File: src/rtl/gray_count_sched_pkg.sv
// Shared types and helpers for the Gray-code counter scheduler.
// Holds the command opcode encoding, the scheduler state encoding and a
// binary-to-Gray conversion used by the counter datapath.
package gray_count_sched_pkg;

  typedef enum logic [1:0] {
    OP_RUN_N = 2'b00,
    OP_FREE  = 2'b01,
    OP_STOP  = 2'b10,
    OP_LOAD  = 2'b11
  } op_e;

  typedef enum logic [1:0] {
    ST_IDLE = 2'b00,
    ST_STEP = 2'b01,
    ST_FREE = 2'b10
  } state_e;

  // Widest counter the Gray helper supports; callers resize to their width.
  localparam int MAX_W = 32;

  function automatic logic [MAX_W-1:0] bin2gray(input logic [MAX_W-1:0] b);
    return b ^ (b >> 1);
  endfunction

endpackage

File: src/rtl/gray_count_core.sv
// Counter datapath: owns the binary register and presents it Gray-coded.
// Load takes priority over an advance. When GRAY_COUNT_SCHED_DIR_EN is
// defined a dec input counts down, with wrap on the 0 -> all-ones step.
module gray_count_core
  import gray_count_sched_pkg::*;
#(
  parameter int WIDTH = 8
) (
  input  logic             clk,
  input  logic             reset,
  input  logic             inc,
`ifdef GRAY_COUNT_SCHED_DIR_EN
  input  logic             dec,
`endif
  input  logic             load,
  input  logic [WIDTH-1:0] load_val,
  output logic [WIDTH-1:0] count,
  output logic             wrap
);

  logic [WIDTH-1:0] bin;
  logic [WIDTH-1:0] bin_nxt;
  logic             wrap_nxt;

  // Pick the next binary value and flag the roll-over step.
  always_comb begin
    bin_nxt  = bin;
    wrap_nxt = 1'b0;
    if (load) begin
      bin_nxt = load_val;
    end else if (inc) begin
      bin_nxt  = bin + 1'b1;
      wrap_nxt = &bin;
    end
`ifdef GRAY_COUNT_SCHED_DIR_EN
    else if (dec) begin
      bin_nxt  = bin - 1'b1;
      wrap_nxt = ~|bin;
    end
`endif
  end

  // Binary register with its Gray image registered on the same edge.
  always_ff @(posedge clk) begin
    if (reset) begin
      bin   <= '0;
      count <= '0;
      wrap  <= 1'b0;
    end else begin
      bin   <= bin_nxt;
      count <= WIDTH'(bin2gray(MAX_W'(bin_nxt)));
      wrap  <= wrap_nxt;
    end
  end

endmodule

File: src/rtl/gray_count_sched.sv
// Command-driven scheduler for the Gray-code counter.
// Accepts RUN_N / FREE / STOP / LOAD over valid/ready, paces advances with
// a prescaler and reports busy, done and wrap. Optional macro
// GRAY_COUNT_SCHED_DIR_EN adds a cmd_dir input (1 = count down).
module gray_count_sched
  import gray_count_sched_pkg::*;
#(
  parameter int WIDTH      = 8,
  parameter int PRESCALE_W = 8
) (
  input  logic                  clk,
  input  logic                  reset,
  input  logic                  cmd_valid,
  output logic                  cmd_ready,
  input  logic [1:0]            cmd_op,
  input  logic [WIDTH-1:0]      cmd_arg,
`ifdef GRAY_COUNT_SCHED_DIR_EN
  input  logic                  cmd_dir,
`endif
  input  logic [PRESCALE_W-1:0] prescale,
  output logic [WIDTH-1:0]      count,
  output logic                  busy,
  output logic                  done,
  output logic                  wrap
);

  state_e                state;
  state_e                state_nxt;
  op_e                   op;
  logic [PRESCALE_W-1:0] p_q;
  logic [PRESCALE_W-1:0] p_nxt;
  logic [PRESCALE_W-1:0] presc_cnt;
  logic [PRESCALE_W-1:0] presc_nxt;
  logic [WIDTH-1:0]      steps_left;
  logic [WIDTH-1:0]      steps_nxt;
  logic                  done_q;
  logic                  done_nxt;
  logic                  accept;
  logic                  tick;
  logic                  advance;
  logic                  load_en;
  logic                  core_inc;
`ifdef GRAY_COUNT_SCHED_DIR_EN
  logic                  dir_q;
  logic                  dir_nxt;
  logic                  core_dec;
`endif

  assign op        = op_e'(cmd_op);
  assign busy      = (state != ST_IDLE);
  assign cmd_ready = (state == ST_IDLE) || (op == OP_STOP);
  assign accept    = cmd_valid && cmd_ready;
  assign tick      = busy && (presc_cnt == p_q);
  assign done      = done_q;

  // Next-state, prescaler and step bookkeeping; STOP beats a coincident tick.
  always_comb begin
    state_nxt = state;
    p_nxt     = p_q;
    presc_nxt = presc_cnt;
    steps_nxt = steps_left;
    done_nxt  = 1'b0;
    advance   = 1'b0;
    load_en   = 1'b0;
`ifdef GRAY_COUNT_SCHED_DIR_EN
    dir_nxt   = dir_q;
`endif
    case (state)
      ST_IDLE: begin
        presc_nxt = '0;
        if (accept) begin
          case (op)
            OP_RUN_N: begin
              if (cmd_arg == '0) begin
                done_nxt = 1'b1;
              end else begin
                state_nxt = ST_STEP;
                steps_nxt = cmd_arg;
                p_nxt     = prescale;
`ifdef GRAY_COUNT_SCHED_DIR_EN
                dir_nxt   = cmd_dir;
`endif
              end
            end
            OP_FREE: begin
              state_nxt = ST_FREE;
              p_nxt     = prescale;
`ifdef GRAY_COUNT_SCHED_DIR_EN
              dir_nxt   = cmd_dir;
`endif
            end
            OP_LOAD: load_en = 1'b1;
            default: ;
          endcase
        end
      end
      ST_STEP, ST_FREE: begin
        presc_nxt = tick ? '0 : presc_cnt + 1'b1;
        if (accept && (op == OP_STOP)) begin
          state_nxt = ST_IDLE;
        end else if (tick) begin
          advance = 1'b1;
          if (state == ST_STEP) begin
            if (steps_left == WIDTH'(1)) begin
              state_nxt = ST_IDLE;
              done_nxt  = 1'b1;
            end else begin
              steps_nxt = steps_left - 1'b1;
            end
          end
        end
      end
      default: state_nxt = ST_IDLE;
    endcase
  end

  // Scheduler registers; reset overrides any command on the same edge.
  always_ff @(posedge clk) begin
    if (reset) begin
      state      <= ST_IDLE;
      p_q        <= '0;
      presc_cnt  <= '0;
      steps_left <= '0;
      done_q     <= 1'b0;
`ifdef GRAY_COUNT_SCHED_DIR_EN
      dir_q      <= 1'b0;
`endif
    end else begin
      state      <= state_nxt;
      p_q        <= p_nxt;
      presc_cnt  <= presc_nxt;
      steps_left <= steps_nxt;
      done_q     <= done_nxt;
`ifdef GRAY_COUNT_SCHED_DIR_EN
      dir_q      <= dir_nxt;
`endif
    end
  end

`ifdef GRAY_COUNT_SCHED_DIR_EN
  assign core_inc = advance && !dir_q;
  assign core_dec = advance && dir_q;
`else
  assign core_inc = advance;
`endif

  gray_count_core #(
    .WIDTH(WIDTH)
  ) u_core (
    .clk      (clk),
    .reset    (reset),
    .inc      (core_inc),
`ifdef GRAY_COUNT_SCHED_DIR_EN
    .dec      (core_dec),
`endif
    .load     (load_en),
    .load_val (cmd_arg),
    .count    (count),
    .wrap     (wrap)
  );

endmodule

File: config.mk
export PLATFORM = sky130hd
export DESIGN_NAME = gray_count_sched
export DESIGN_NICKNAME = d
export VERILOG_FILES = /design/src/rtl/gray_count_sched_pkg.sv /design/src/rtl/gray_count_core.sv /design/src/rtl/gray_count_sched.sv
export SDC_FILE = /design/constraint.sdc
export NUM_CORES = 1
export LEC_CHECK = 0
export BUFFER_PORTS_ARGS = -buffer_cell sky130_fd_sc_hd__buf_2
export CORE_UTILIZATION = 25
export CTS_BUF_LIST = sky130_fd_sc_hd__clkbuf_16
export DETAILED_ROUTE_END_ITERATION = 10
export HOLD_SLACK_MARGIN = 0.15
export PLACE_DENSITY = 0.45
export SLEW_MARGIN = 20
export SYNTH_ARGS = -nofsm -noshare
export SYNTH_HDL_FRONTEND = slang
export SYNTH_HIERARCHICAL = 1
export SYNTH_SLANG_ARGS = --single-unit
File: constraint.sdc
create_clock -name clk -period 2.45 [get_ports clk]
set_clock_uncertainty 0.1 [all_clocks]
set_input_delay 0.3675 -clock clk [delete_from_list [all_inputs] [get_ports clk]]
set_output_delay 0.3675 -clock clk [all_outputs]
set_load 0.02 [all_outputs]
Yosys cells after proc, flatten, opt, wreduce, memory -nomap -nowiden
Index checks and enable logic that the tools add are counted.
Widths: inputs -> output; s select.

word-level totals
  bits in latches = 0
  output and inout bits = 12
  memories kept = 0
  logic and storage cells = 85
  RAM bits = 0
  register bits after elaboration = 44
  memory bits (read-only) = 0

cells by class
  multipliers = 0
  multiplexer cells = 36
  $add $sub $neg = 3
  shift-type cells = 0
  order comparisons = 0
  bitwise logic cells = 2
  divide/modulo/power cells = 0
  eq/ne operators = 20
  reduce and logical (&&, ||, !) cells = 16

operator list
  operator             number
  $mux 8               11
  $pmux 8 s2           3
  $add 8x1->8 const B  2
  $reduce_and 8->1     2
  $ne 2x2->1 const B   7
  $mux 1               13
  $mux 2               6
  $ne 3x3->1 const B   4
  $eq 8x1->1 const B   1
  $eq 8x8->1           1
  $logic_not 8->1      1
  $pmux 2 s2           2
  $sub 8x1->8 const B  1
  $xor 8x7->8          1
  $eq 2x2->1 const B   3
  $reduce_and 6->1     1
  $reduce_bool 2->1    3
  $eq 2x1->1 const B   2
  $logic_not 2->1      2
  $reduce_and 4->1     1
  $logic_and 1x1->1    3
  $ne 3x1->1 const B   1
  $reduce_or 3->1      1
  $ne 2x1->1 const B   1
  other kinds (4)      4

Longest topological paths before layout
Gate-level depths: netlist (run 1).

  depth after elaboration = 9
  mapped depth = 10
  gate-level depth less buffers = 9

By module
The synthesis (run 1) kept the hierarchy.

modules (own cells, without submodules)
  module            cells an instance  area each (um^2)  sequential area each (um^2)  times used
  gray_count_sched  191                1647.8            540.5                        1
  gray_count_core   84                 817.0             320.3                        1

Worst setup path before layout (run 1)
Ideal clock, no wire load.

  kind = register to register
  start point = reg state[1]
  end point = reg u_core.count[4]
  data arrival time = 2.495 ns
  required time = 2.229 ns
  setup slack = -0.266 ns
  cell stages (with the launch flop) = 11
  buffers on the path = 1
  period minus slack after synthesis = 2.716 ns
  path through = dfxtp_1 inv_1 ha_1 inv_1 nand2_1 nor4_1 buf_4 nand3_1 o21a_1 o31ai_4 mux2_2

between the ends
  elaborated cells between the ends (all ways) = 17
  those cells by class = 2 x eq/ne; 7 x mux; 1 x bitwise; 7 x reduce/logical

RTL lines
  element                   line                        source
  start: declaration        gray_count_sched.sv:27      state_e state;
  start signal: assignment  gray_count_sched.sv:129     state <= state_nxt;
  $reduce_bool 2->1         gray_count_sched.sv:50      assign busy = (state != ST_IDLE);
  via busy                  gray_count_sched.sv:22      output logic busy,
  $logic_and 1x1->1         gray_count_sched.sv:53      assign tick = busy && (presc_cnt == p_q);
  $mux 1                    gray_count_sched.sv:101     end else if (tick) begin
  $mux 1                    gray_count_sched.sv:99      if (accept && (op == OP_STOP)) begin
  $mux 1                    gray_count_sched.sv:68      case (state)
  via advance               gray_count_sched.sv:40      logic advance;
  $mux 8                    gray_count_core.sv:31       end else if (inc) begin
  $mux 8                    gray_count_core.sv:29       if (load) begin
  $xor 8x7->8               gray_count_sched_pkg.sv:23  return b ^ (b >> 1);
  end signal: assignment    gray_count_core.sv:51       count <= WIDTH'(bin2gray(MAX_W'(bin_nxt)));
  end: declaration          gray_count_core.sv:17       output logic [WIDTH-1:0] count,

The timed path passes the listed nets, and every way through them passes these cells.
A chain may end at the register's enable or synchronous reset.

Final worst setup path (run 1)
  start point = reg state[1]
  end point = reg u_core.count[5]

between the ends
  longest elaborated chain between the ends = 9
  elaborated cells between the ends (all ways) = 17
  those cells by class = 2 x eq/ne; 7 x mux; 1 x bitwise; 7 x reduce/logical

ends and longest elaborated chain
  element            line                        source
  $logic_not 2->1    gray_count_sched.sv:51      assign cmd_ready = (state == ST_IDLE) || (op == OP_STOP);
  $logic_or 1x1->1   gray_count_sched.sv:51
  $logic_and 1x1->1  gray_count_sched.sv:52      assign accept = cmd_valid && cmd_ready;
  $logic_and 1x1->1  gray_count_sched.sv:99
  $mux 1             gray_count_sched.sv:99
  $mux 1 (*)         gray_count_sched.sv:68
  via advance        gray_count_sched.sv:40
  $mux 8 (*)         gray_count_core.sv:31
  $mux 8 (*)         gray_count_core.sv:29
  $xor 8x7->8 (*)    gray_count_sched_pkg.sv:23

Mark *: on every way through the listed nets, which the timed path passes. The rest lies on a longest branch.

==> out/metrics.yaml, run 1 <==
synthesis:
  synth_fa_ha_area_frac: 0.0406
  synthMuxAreaShare: 0.0695
  netlist_top_cells_area: "dfxtp_1 35%, nor2_1 5.5%, mux2i_1 4.9%"
  synth_simple_gate_area_frac: 0.246
  yosys_warnings: 6
  ys_seq_area_frac: 0.349
  synthesis.area_mm2: 0.00246
  synth_compound_area_frac: 0.179
  synth_ff_type: "dfxtp_1"
  synthCells: 275
  yosys_register_bits: 43
  synthDistinctLibCells: 67
  synth_enable_flop_cells: 0
  yosys.area.top_type: "dfxtp_1"
  netlist.area_leader.share: 0.349
  synth_top_family_by_area: "simple AND/OR/NAND/NOR gates"
  async_flop_share: 0
  synth_xor_area_frac: 0.0604
  syn_area_per_cell_um2: 8.96
  syn_nets: 304
final_layout:
  nets: 352
  drive_above_1_share: 0.269
  syn_to_final_growth_pct: 23.4
  postLayoutCoreUtil: 0.323
  diodes: 0
  fill_cells: 1009
grt:
  overflow: 0
  grt_max_degree: 19
  busiest_layer: "met2"
  grt_pass1_vias: 2003
  antenna_found_initial: 0
  use_met1: 0.183
  grt_util_all_layers: 0.130
  met2_usage: 0.198
  grtUsageMet3: 0.0228
  grt_pass1_wl_um: 10200
timing:
  setup_viol_count_final: 0
  worst_pin_slew_ps: 646
  timing.hold.ws_ps: 215
  final.setup.tns_ps: 0
  period_share: 0.960
  slew_viol_final: 0
  slew-limit-headroom: 0.565
  clock.fmax_mhz: 425
  final_hold_viol_count: 0
  rsz0062_at_grt: "no"
  final.min_clock_period_ps: 2350
critical_path:
  crit_fanout: 7
  required_ps: 2560
  crit_path_end_kind: "flop"
  critPathLaunchType: "flop"
  worstSetupPathType: "reg2reg"
  arrival_ps: 2460
  reg2regPathDepth: 9
worst_hold_path:
  whs_path_depth: 3
  min_path_type: "in2reg"
floorplan:
  ios: 33
  start_util: 0.262
  die-area_mm2: 0.0103
  core_region_area_mm2: 0.00942
  rows: 35
  die_h_um: 101
  die_x_um: 101
job:
  cap_viol_max_count: 0
clocking:
  clock_latency_ps: 280
  cts_buffer_depth: 2
  clkTransAtPathRegs_ps: 60
  cts_sinks: 43
  hold_buffers: 0
  tritoncts: "yes"
  cts-root-buf: "clkbuf_16"
  cts_buffers: 5
  htree_levels: 2
placed_design:
  numPortBuffers: 32
  dp_hpwl_um: 4720
  gp_congestion: 0.757
detailed_routing:
  drt-total-wl_um: 6370
  drc: 0
  vias: 2142
  dr.pass1.iters: 4
  post_drt_via_cell_ratio: 4.74
  ant_nets: 0
  initialDrtViolationCount: 75
  wire_per_inst_um: 14.1
power:
  power_density_mw_per_mm2: 632
  p_leak_nw: 1.21
  irDropWorstVdd_v: 0.000283
  power.total_mw: 1.92
run_status:
  outcome: "completed"
## registers in the layout (all words and copies together), names as in the netlist
name	count
done	1
p_q	8
presc_cnt	8
state	2
steps_left	8
u_core/bin	7
u_core/count	8
u_core/wrap	1
## critical path, cell delays in order, from the launching register on
cell and delay [ps]:
dfxtp_1 340, inv_2 60, ha_4 260, nand2_1 70
nor4_2 270, buf_4 200, nand4_4 140, or4_4 450
a31o_1 250, mux2i_1 140
## repair_timing
| action | in CTS | in global routing |
|---|---|---|
| resized for setup | 0 | 3 |
| buffers inserted | 0 | 1 |
| setup endpoints to repair | 0 | 5 |
## layout make-up
class,instances,area (um^2),share of cell area
Timing Repair Buffer,51,303,0.0996
Inverter,14,52.6,0.0173
Sequential cell,43,861,0.283
Multi-Input combinational cell,208,1500,0.495
Clock buffer,5,125,0.0412
Tap cell,129,161,0.0531
Clock inverter,2,33.8,0.0111
## path summary, 6_finish.rpt
path / from / end / slack (ps)
worst max-delay path: state[1] / u_core/count[5] / 100
worst min-delay path: prescale[4] / p_q[4] / 220
worst max register to register: state[1] / u_core/count[5] / 100
worst min register to register: steps_left[7] / steps_left[7] / 400
## cells by family (layout without fill, tap and decap cells)
| group | after synthesis | after routing |
|---|---|---|
| simple gates | 110 | 110 |
| fa+ha+maj | 8 | 8 |
| xor+xnor | 17 | 17 |
| compound gates | 57 | 57 |
| flops | 43 | 43 |
| mux | 16 | 16 |
| buf+inv | 24 | 72 |
## cells in the final DEF (no fill, tap or decap), drive strengths merged, types with 2 or more instances in the layout
master / instances
buf: 51
dfxtp: 43
nor2: 36
nand2: 15
inv: 15
mux2i: 13
xnor2: 12
a21oi: 12
nand3: 11
nor3: 9
nor2b: 8
ha: 8
nand4: 7
o31ai: 7
o21ai: 6
xor2: 5
clkbuf: 5
o311ai: 5
or4: 3
nand2b: 3
o211ai: 3
o21a: 3
and4: 3
or3: 3
mux2: 3
and3b: 2
a21boi: 2
o32ai: 2
a32oi: 2
a31oi: 2
and3: 2
and2: 2
nor4: 2
## per-stage QoR
step           area (um^2)  setup WS [ps]  cells
6_report              3040           97.5    452
3_3_place_gp          2870           81.0    444
4_1_cts               3030           53.0    451
5_1_grt               3040           5.31    452
2_1_floorplan         2490           13.3    275
3_5_place_dp          2870           69.8    444
## cell usage after synthesis (all sizes together) (2+ instances only)
master / number
o21a: 3
dfxtp: 43
xor2: 5
o311ai: 5
and3: 2
ha: 8
nor2b: 8
and4: 3
or4: 3
a21boi: 2
inv: 14
a21oi: 12
buf: 5
o32ai: 2
mux2i: 13
a31oi: 2
o211ai: 3
and2: 2
xnor2: 12
nor2: 36
nand2: 15
nor4: 2
or3: 3
a32oi: 2
and3b: 2
mux2: 3
nand3: 11
o21ai: 6
nand2b: 3
nand4: 7
clkbuf: 4
nor3: 9
o31ai: 7
## report_power, final
part	total, mW	internal, mW	switching (mW)
combinational	0.399	0.163	0.235
sequential	0.777	0.743	0.0336
clock	0.747	0.472	0.275
total	1.92	1.38	0.544
## metal layers
| layer | vias up | wire length [um] |
|---|---|---|
| li1 | 1096 | - |
| met1 | 1003 | 3220 |
| met4 | 0 | 102 |
| met2 | 37 | 2790 |
| met5 | - | 0 |
| met3 | 6 | 246 |
Power figures use the tool's default switching activity.
==> run 2, diff against run 1 <==
--- a/config.mk
+++ b/config.mk
@@ -6,11 +6,14 @@
 export NUM_CORES = 1
 export LEC_CHECK = 0
 export BUFFER_PORTS_ARGS = -buffer_cell sky130_fd_sc_hd__buf_2
+export CORE_MARGIN = 2
 export CORE_UTILIZATION = 25
 export CTS_BUF_LIST = sky130_fd_sc_hd__clkbuf_16
 export DETAILED_ROUTE_END_ITERATION = 10
 export HOLD_SLACK_MARGIN = 0.15
 export PLACE_DENSITY = 0.45
+export RECOVER_POWER = 100
+export REMOVE_ABC_BUFFERS = 1
 export SLEW_MARGIN = 20
 export SYNTH_ARGS = -nofsm -noshare
 export SYNTH_HDL_FRONTEND = slang
==> run 2 against run 1 <==
Against the previous run:
- largest power group unchanged
- utilization decreased by 0.65 points
- sequential power about the same
- largest cell class unchanged
- cell count increased by 2.2%
- highest routed layer unchanged
- critical path depth increased by 2
- first-iteration DRC count decreased by 4.0%
==> out/metrics.yaml, run 2 (synthesized netlist as in run 1, its figures left out) <==
critical_path:
  required_ps: 2570  # about the same
  cp_slowest_stage_delay_ps: 330  # -120 ps
  ff2ff_setup_slack_ps: 110  # about the same
  path_common_cell: "buf_4"
  crit_buf_inv: 4  # +2
  r2r-start: "state[0]"
  critPathTopFamily: "simple AND/OR/NAND/NOR gates"
  critPathLaunchType: "flop"
  crit_fanout: 6  # -1
  worstSetupPathType: "reg2reg"
  arrival_ps: 2460  # about the same
  path_cells: "inv_2, ha_4, nand2_2, nor4_4, buf_6, buf_4, and3b_2, o31ai_2, buf_4, or3_1, a21oi_1"
  crit_path_top_delay_cell: "dfxtp_2"
  r2r_end: "u_core/count[2]"
  crit_path_end_kind: "flop"
  reg2regPathDepth: 11  # +2
grt:
  grt_max_degree: 20  # +1
  grt_pass1_vias: 2095  # +4.6%
  grt_pass1_wl_um: 10700  # +4.5%
  antenna_found_initial: 0  # unchanged
  grt_util_all_layers: 0.129  # -0.00173
  overflow: 0  # unchanged
clocking:
  htree_levels: 2  # unchanged
  cts_buffers: 5  # unchanged
  cts_sinks: 43  # unchanged
  clock_latency_ps: 280  # about the same
  tritoncts: "yes"
  clkTransAtPathRegs_ps: 60  # about the same
  cts_buffer_depth: 2  # unchanged
  hold_buffers: 0  # unchanged
  cts-root-buf: "clkbuf_16"
floorplan:
  start_util: 0.255  # -0.00727
  die_x_um: 103  # +2.0%
  die_h_um: 103  # +2.0%
  die-area_mm2: 0.0107  # +4.0%
  core_region_area_mm2: 0.00968  # +2.9%
  ios: 33  # unchanged
  rows: 36  # +2.9%
timing:
  final.min_clock_period_ps: 2340  # -8.98 ps
  period_share: 0.957  # -0.00367
  rsz0062_at_grt: "yes"
  final_hold_viol_count: 0  # unchanged
  worst_pin_slew_ps: 943  # +297 ps
  slew-limit-headroom: 0.368  # -0.197
  timing.hold.ws_ps: 221  # +5.69 ps
  setup_viol_count_final: 0  # unchanged
  clock.fmax_mhz: 427  # +0.38%
  slew_viol_final: 0  # unchanged
  final.setup.tns_ps: 0  # unchanged
power:
  p_leak_nw: 1.19  # -1.8%
  power.total_mw: 1.84  # -4.1%
  clock_power_share: 0.353  # -0.036
  switchingPower_mw: 0.558  # +2.5%
  p_comb_frac: 0.224  # +0.017
  power_density_mw_per_mm2: 602  # -4.8%
  sw_frac_of_total: 0.302  # +0.0194
  irDropWorstVdd_v: 0.000350  # +24%
  p_seq_frac: 0.422  # +0.018
  internal-power_mw: 1.29  # -6.7%
placed_design:
  gp_congestion: 0.753  # -0.46%
  dp_hpwl_um: 4780  # +1.3%
  placed_cell_area_mm2: 0.00286  # -0.13%
  numPortBuffers: 32  # unchanged
detailed_routing:
  vias: 2167  # +1.2%
  post_drt_via_cell_ratio: 4.69  # -1.0%
  dr.pass1.iters: 4  # unchanged
  drt-total-wl_um: 6520  # +2.3%
  wire_per_inst_um: 14.1  # +0.13%
  ant_nets: 0  # unchanged
  drc: 0  # unchanged
  initialDrtViolationCount: 72  # -4.0%
final_layout:
  layout_commonest_cell: "dfxtp_1"
  nets: 357  # +1.4%
  syn_to_final_growth_pct: 24.3
  fin_area_mm2: 0.00306  # +0.78%
  final_cell_mix: "41 x dfxtp_1, 36 x nor2_1, 23 x buf_4"
  diodes: 0  # unchanged
  drive_above_1_share: 0.249  # -0.0201
  fill_cells: 1062  # +5.3%
job:
  cap_viol_max_count: 0  # unchanged
run_status:
  outcome: "completed"
worst_hold_path:
  min_to: "p_q[4]"
  hold_start: "prescale[4]"
  whs_path_depth: 3  # unchanged
  min_path_type: "in2reg"
[run 2: layer usage]
metal / track usage / part of all wire / up-vias
met1: 0.187 / 0.52 / 1009
met5: 0 / 0 / -
met4: 0.0273 / 0.0060 / 0
li1: - / - / 1101
met3: 0.0276 / 0.048 / 4
met2: 0.195 / 0.42 / 53
[run 2: final cells by class]
type / count / area (um^2) / share of cell area
Clock inverter: 3 / 16.3 / 0.00531
Timing Repair Buffer: 56 / 329 / 0.107
Multi-Input combinational cell: 208 / 1510 / 0.493
Clock buffer: 5 / 125 / 0.0408
Sequential cell: 43 / 863 / 0.282
Tap cell: 133 / 166 / 0.0543
Inverter: 14 / 52.6 / 0.0171
[run 2: power by group through the flow]
stage / Clock (mW) / Combinational [mW] / Sequential (mW)
after floorplan: 0 / 0.236 / 0.801
after global placement: 0 / 0.400 / 0.792
after detailed placement: 0 / 0.399 / 0.792
after CTS: 0.676 / 0.404 / 0.777
after global routing: 0.701 / 0.456 / 0.785
final: 0.652 / 0.413 / 0.779
[run 2: worst max path at each step]
stage              from         endpoint  slack (ps)  cells after the start
2_1_floorplan  state[1]  u_core/count[4]        -890                      9
3_3_place_gp   state[0]  u_core/count[4]         -10                     10
3_5_place_dp   state[0]  u_core/count[4]          -4                     10
4_1_cts        state[0]  u_core/count[4]           2                     10
5_1_grt        state[1]  u_core/count[2]         -30                     11
6_report       state[0]  u_core/count[2]         110                     11
[run 2: per-stage QoR]
step | cells | utilization | worst slack [ps]
global placement | 450 | 0.296 | -9.86
floorplan | 265 | - | -894
global route | 462 | 0.316 | -28.6
finish | 462 | 0.316 | 106
CTS | 460 | 0.312 | 2.18
detailed placement | 450 | 0.296 | -4.38
[run 2: tightest hold or removal path: cells and delay by family]
family,cells,cell delay [ps]
muxes,1,50
and+or+nand+nor,1,70
buffers and inverters,1,70
[run 2: repair_timing]
action                     in CTS  in global routing
resized for setup               1                 10
setup endpoints to repair       2                 10
pin swaps                       0                  7
setup buffers                   2                  2
